==> config.mk <==
export PLATFORM = sky130hd
export DESIGN_NAME = layer2_mac
export DESIGN_NICKNAME = d
export VERILOG_FILES = /design/src/rtl/layer2_mac.sv
export SDC_FILE = /design/constraint.sdc
export NUM_CORES = 1
export LEC_CHECK = 0
export CAP_MARGIN = 10
export CORE_UTILIZATION = 30
export DETAILED_ROUTE_END_ITERATION = 6
export SLEW_MARGIN = 10
export SYNTH_ARGS = -nofsm -noshare
export SYNTH_HDL_FRONTEND = slang
export SYNTH_SLANG_ARGS = --single-unit
==> constraint.sdc <==
create_clock -name clk -period 11.1 [get_ports clk]
set_input_delay 2.22 -clock clk [delete_from_list [all_inputs] [get_ports clk]]
set_output_delay 2.22 -clock clk [all_outputs]
set_load 0.1 [all_outputs]
==> src/rtl/layer2_mac.sv <==
// Layer-2 dot product: ten Q8.8 activations x ten SRAM weights, full-precision sum, saturated Q8.8 write.
// Start-to-write latency 12 cycles; start is ignored while busy (13-cycle back-to-back period).
module layer2_mac (
  input  logic         clk,
  input  logic         reset,
  input  logic         start,
  input  logic [159:0] hid_in,
  input  logic [3:0]   row_in,
  input  logic [3:0]   col_in,
  output logic [3:0]   w2_addr,
  input  logic [15:0]  q_w2,
  output logic         we,
  output logic [3:0]   row,
  output logic [3:0]   col,
  output logic [15:0]  wdata,
  output logic         busy,
  output logic         done
);

  localparam logic [1:0] IDLE  = 2'd0;
  localparam logic [1:0] FETCH = 2'd1;
  localparam logic [1:0] DRAIN = 2'd2;
  localparam logic [1:0] WRITE = 2'd3;

  logic [1:0]          state;
  logic [159:0]        hid;
  logic [3:0]          row_l;
  logic [3:0]          col_l;
  logic signed [35:0]  acc;

  logic [3:0]          mul_idx;
  logic signed [15:0]  hid_sel;
  logic signed [31:0]  prod;
  logic signed [35:0]  acc_next;
  logic signed [35:0]  acc_shift;
  logic [15:0]         sat_val;

  // Weight data lags the address by one cycle, so the activation index trails w2_addr by one.
  always_comb begin
    mul_idx = (state == DRAIN) ? 4'd9 : (w2_addr - 4'd1);
    hid_sel = '0;
    if (mul_idx <= 4'd9) begin
      hid_sel = hid[{mul_idx, 4'b0000} +: 16];
    end
    prod      = 32'(hid_sel) * 32'($signed(q_w2));
    acc_next  = acc + 36'(prod);
    acc_shift = acc_next >>> 8;
    if (acc_shift > 36'sd32767) begin
      sat_val = 16'h7FFF;
    end else if (acc_shift < -36'sd32768) begin
      sat_val = 16'h8000;
    end else begin
      sat_val = acc_shift[15:0];
    end
  end

  always_ff @(posedge clk or posedge reset) begin
    if (reset) begin
      state   <= IDLE;
      hid     <= '0;
      row_l   <= '0;
      col_l   <= '0;
      acc     <= '0;
      w2_addr <= '0;
      we      <= 1'b0;
      done    <= 1'b0;
      busy    <= 1'b0;
      row     <= '0;
      col     <= '0;
      wdata   <= '0;
    end else begin
      case (state)
        IDLE: begin
          if (start) begin
            hid     <= hid_in;
            row_l   <= row_in;
            col_l   <= col_in;
            acc     <= '0;
            w2_addr <= '0;
            busy    <= 1'b1;
            state   <= FETCH;
          end
        end
        FETCH: begin
          if (w2_addr != 4'd0) begin
            acc <= acc_next;
          end
          if (w2_addr == 4'd9) begin
            state <= DRAIN;
          end else begin
            w2_addr <= w2_addr + 4'd1;
          end
        end
        DRAIN: begin
          // Final term is folded in combinationally so the result registers alongside we.
          acc   <= acc_next;
          wdata <= sat_val;
          row   <= row_l;
          col   <= col_l;
          we    <= 1'b1;
          done  <= 1'b1;
          state <= WRITE;
        end
        WRITE: begin
          we    <= 1'b0;
          done  <= 1'b0;
          busy  <= 1'b0;
          state <= IDLE;
        end
        default: state <= IDLE;
      endcase
    end
  end

endmodule
# ---- Yosys cells after proc, flatten, opt, wreduce, memory -nomap -nowiden
# Cells that the tools add are included.
dict set report op_classes {
  add_sub_neg 3
  multipliers 1
  order_cmp 3
  eq_ne 8
  n_shift 1
  mux 16
  n_reduce_logical 11
}
# cell n
set ops {}
lappend ops {{$shiftx A160 B9 Y16} 1}
lappend ops {{$pmux W36 S3} 1}
lappend ops {{$mux W36} 2}
lappend ops {{$mux W16} 3}
lappend ops {{$add A36 B32 Y36} 1}
lappend ops {{$mul A16 B16 Y32} 1}
lappend ops {{$gt A28 B16 Y1 const B} 1}
lappend ops {{$lt A28 B16 Y1 const B} 1}
lappend ops {{$mux W4} 3}
lappend ops {{$ne A2 B2 Y1 const B} 4}
lappend ops {{$pmux W2 S4} 1}
lappend ops {{$pmux W4 S2} 1}
lappend ops {{$reduce_and A2 Y1} 3}
lappend ops {{$reduce_and A3 Y1} 2}
lappend ops {{$reduce_bool A2 Y1} 3}
lappend ops {{$add A4 B1 Y4 const B} 1}
lappend ops {{$eq A2 B2 Y1 const B} 2}
lappend ops {{$eq A4 B4 Y1 const B} 1}
lappend ops {{$le A4 B4 Y1 const B} 1}
lappend ops {{$mux W2} 2}
lappend ops {{$pmux W1 S2} 2}
lappend ops {{$reduce_bool A4 Y1} 1}
lappend ops {{$sub A4 B1 Y4 const B} 1}
lappend ops {{$reduce_bool A3 Y1} 1}
lappend ops {{other kinds (3)} 3}
dict set report totals {
  regBits 236
  in_bits 187
  out_inout_bits 31
  word_cells 54
}

# ---- Depth between registers and ports, before layout
dict set report logic_depth {
  ltp_word 9
  ltp_mapped 35
  mapped_depth_nobuf 30
}

# ---- Least setup slack after synthesis
# Ideal clock, no wire load.
dict set report synth_timing {
  kind {reg-to-reg}
  from {register w2_addr[0]}
  to {register wdata[9]}
  setup_ps 141
  t_arrival_ps 9417
  t_required_ps 10959
  setup_slack_ps 1542
  path_stages_with_launch 34
  path_buffers 6
  synth_period_minus_slack_ps 9558
  cell_sequence {dfrtp_1 clkinv_1 clkbuf_1 ha_1 xnor2_1 clkbuf_1 clkbuf_1 mux4_2 a21oi_1 o22ai_1 clkbuf_1 and2_1 fa_1 inv_1 fa_1 fa_1 inv_1 fa_1 fa_1 inv_1 fa_1 inv_1 ha_1 buf_2 o21ai_1 a2111oi_4 o211ai_4 and3_4 o311a_4 a211oi_2 nand4_2 buf_6 nor4_2 o221ai_1}
}
dict set report synth_between {
  elab_chain_cells 9
  word_cells_on_any_way 11
  classes_between {2 x add/sub; 1 x mul; 3 x order compare; 1 x shift; 4 x mux}
}
# item line_no
set synth_lines {}
lappend synth_lines {{from (decl)} 10} ;# output logic [3:0] w2_addr,
lappend synth_lines {{from (signal assigned)} 91} ;# w2_addr <= w2_addr + 4'd1;
lappend synth_lines {{$sub A4 B1 Y4 *} 40} ;# mul_idx = (state == DRAIN) ? 4'd9 : (w2_addr - 4'd1);
lappend synth_lines {{$mux W4 *} 40}
lappend synth_lines {{$shiftx A160 B9 Y16 / $le A4 B4 Y1 (equally long branches)} {43, 42}}
lappend synth_lines {{$mux W16 *} 42} ;# if (mul_idx <= 4'd9) begin
lappend synth_lines {{$mul A16 B16 Y32 *} 45} ;# prod = 32'(hid_sel) * 32'($signed(q_w2));
lappend synth_lines {{$add A36 B32 Y36 *} 46} ;# acc_next = acc + 36'(prod);
lappend synth_lines {{$lt A28 B16 Y1} 50} ;# end else if (acc_shift < -36'sd32768) begin
lappend synth_lines {{$mux W16} 50}
lappend synth_lines {{$mux W16 *} 48} ;# if (acc_shift > 36'sd32767) begin
lappend synth_lines {{to (signal assigned)} 97} ;# wdata <= sat_val;
lappend synth_lines {{to (decl)} 15} ;# output logic [15:0] wdata,
# Mark *: on every way between the ends. The rest lies on a longest branch, timed or not.
# A chain may end at the register's enable or synchronous reset.

# ---- Worst setup path in the final report
dict set report layout_timing {
  from {register w2_addr[0]}
  to {register wdata[10]}
}
# The elaborated chain is that of the path after synthesis.

==> flow_summary.toml <==
[outcome]
status = "completed"

[synth]
syn_area_mm2 = 0.0225
synth_seq_cells = 236
synth-main-ff-cell = "dfrtp_1"
ys_seq_area_frac = 0.262
avgSynthCellArea_um2 = 10.8
yosys_warnings = 0
synth_edf_count = 0
ys_async_sr_fraction = 1.00
synth_cell_types = 77
synthCells = 2088
synth_nets = 2704

[placement]
port_buffers = 217
dpl.hpwl_um = 48000
place_congestion = 0.843

[global_route]
grt_pass1_wl_um = 97700
antenna_found_initial = 9
grt_overflow_total = 0
grt_pass1_vias = 17200
grt_max_degree = 110
track_usage = 0.163

[floorplanning]
die_h_um = 276
start_util = 0.303
row_count = 100
core_area_mm2 = 0.0743
die_area_mm2 = 0.0762
ios = 218
die_x_um = 276

[clock_tree]
cts_sinks = 236
post_cts.repair.setup_buffers = 0
clk_pin_slew_ns = 0.06
cts-resized-gates = 0
cts_tree = "yes"
cts_hold_buffers = 0
cts_buffers = 26
clockBufferDepth = 3
cts_root_buffer = "clkbuf_16"
cts_max_level = 1
insertion_delay_ns = 0.56

[hold_path]
worstHoldStart = "wdata[15]"
whs_endpoint = "wdata[15]"
hp-class = "flip-flop to flip-flop"
min_path_cells = 1

[final_layout]
drive_above_1_share = 0.130
final_cell_mix = "380 x inv_1, 314 x fa_1, 236 x dfrtp_1, 217 x clkdlybuf4s50_1, 178 x mux2_2"
final_nets = 2877
area_delta_synth_final_pct = 18.2
layout_commonest_cell = "inv_1"

[worst_setup_path]
ff2ff_path_depth = 28
reg2reg_to = "wdata[10]"
worstSetupPathType = "flip-flop to flip-flop"
required_ns = 11.50
start_kind = "flip-flop"
crit_slowest_cell = "o31a_1"
critPathMaxFanout = 16
slowest_delay_ns = 0.69
r2r_slack_ns = 0.97
cp_common_cell = "fa_1"
crit_start = "w2_addr[0]"
worst_setup_path_end_kind = "flip-flop"
crit_arrival_ns = 10.53
r2r_start = "w2_addr[0]"

[detailed_routing]
vias = 15500
drtAntennaViolNets = 0
vias_per_cell = 4.76
drt_first_pass_iters = 5
wl_per_cell_um = 18.3
drt_wl_total_um = 59600
drt-initial-drc-count = 751
drc_errors = 0

[timing]
hold_viol_final = 0
setup-tns-final_ns = 0
fin_crit_sh = 0.912
worst-slew-pin-transition_ns = 1.12
setup_violations = 0
fmax_mhz = 98.8
finClkSkew_ns = 0.0175
fin_crit_ns = 10.13
drv_slew = 0
rsz0062_at_grt = "false"
slew_headroom = 0.251

[run]
maxCapViolations = 0
state kept, by name (all words and copies together) (netlist names), 2 cells and up:
signal and count:
row 4, state 2, w2_addr 4, row_l 4, col 4, hid 160
col_l 4, acc 36, wdata 16
worst max-delay path, delay by kind of cell (launching register included):
family	cells	cell delay, ns
AOI/OAI and AO/OA	6	1.89
xor gates and xnor gates	1	0.64
and+or+nand+nor	6	2.16
adders and majority gates	8	3.82
buffers and inverters	6	0.52
DFF	1	0.53
muxes	1	0.37
layer usage:
| metal | part of all wire | global-route usage |
|---|---|---|
| met5 | 0 | 0 |
| met4 | 0.021 | 0.0454 |
| met3 | 0.056 | 0.0309 |
| met2 | 0.48 | 0.266 |
| met1 | 0.44 | 0.220 |
synthesized netlist by cell type (16+ instances only):
library cell | number | area, um2
nand2_1 | 160 | 601
ha_1 | 115 | 1440
a21o_1 | 16 | 120
mux2i_1 | 16 | 160
inv_1 | 381 | 1430
and2_1 | 152 | 951
xor2_1 | 16 | 140
a22oi_1 | 16 | 120
clkbuf_1 | 69 | 259
a221oi_1 | 16 | 140
mux4_2 | 16 | 360
buf_2 | 19 | 95.1
o22ai_1 | 18 | 113
mux2_2 | 178 | 2000
xnor2_1 | 22 | 193
nor2_1 | 37 | 139
a21oi_1 | 45 | 225
o21ai_0 | 46 | 230
dfrtp_1 | 236 | 5910
a211oi_1 | 23 | 173
fa_1 | 314 | 6290
nand2b_1 | 16 | 100
how the worst max path moves through the flow:
stage | endpoint | slack [ns]
after global routing | wdata[12] | 0.23
after global placement | wdata[0] | 0.97
after CTS | wdata[12] | 0.91
final | wdata[10] | 0.97
after floorplan | wdata[9] | 1.54
after detailed placement | wdata[12] | 0.80
area by class of cell:
cell class	instances	area, um2
Fill cell	7399	47700
Multi-Input combinational cell	1369	14800
Sequential cell	236	5910
Timing Repair Buffer	245	2380
Inverter	383	1450
Tap cell	969	1210
Clock buffer	35	744
Clock inverter	12	116
Antenna cell	9	22.5
through the flow:
stage / worst slack [ns] / util / std cells / instance area [um2] / hold WS, ns
2_1_floorplan: 1.54 / - / 2088 / 22500 / 0.455
3_3_place_gp: 0.975 / 0.346 / 3202 / 25700 / 0.469
3_5_place_dp: 0.800 / 0.346 / 3202 / 25700 / 0.481
4_1_cts: 0.911 / 0.358 / 3249 / 26600 / 0.500
5_1_grt: 0.234 / 0.358 / 3258 / 26600 / 0.517
6_report: 0.974 / 0.358 / 3258 / 26600 / 0.498
cells by family (layout without fill, tap and decap cells):
| group | Yosys count | after routing | synth area share |
|---|---|---|---|
| buffers and inverters | 483 | 675 | 0.0824 |
| adder cells (fa/ha/maj) | 429 | 429 | 0.343 |
| AND/OR/NAND/NOR | 425 | 425 | 0.100 |
| AO/OA/AOI/OAI | 266 | 266 | 0.0847 |
| flip-flops | 236 | 236 | 0.262 |
| multiplexers | 210 | 210 | 0.112 |
| XOR/XNOR | 39 | 39 | 0.0155 |
| other | 0 | 9 | 0 |
Power is not shown: default switching activity piles up to over one toggle a cycle in this logic, so the estimate is an artifact.
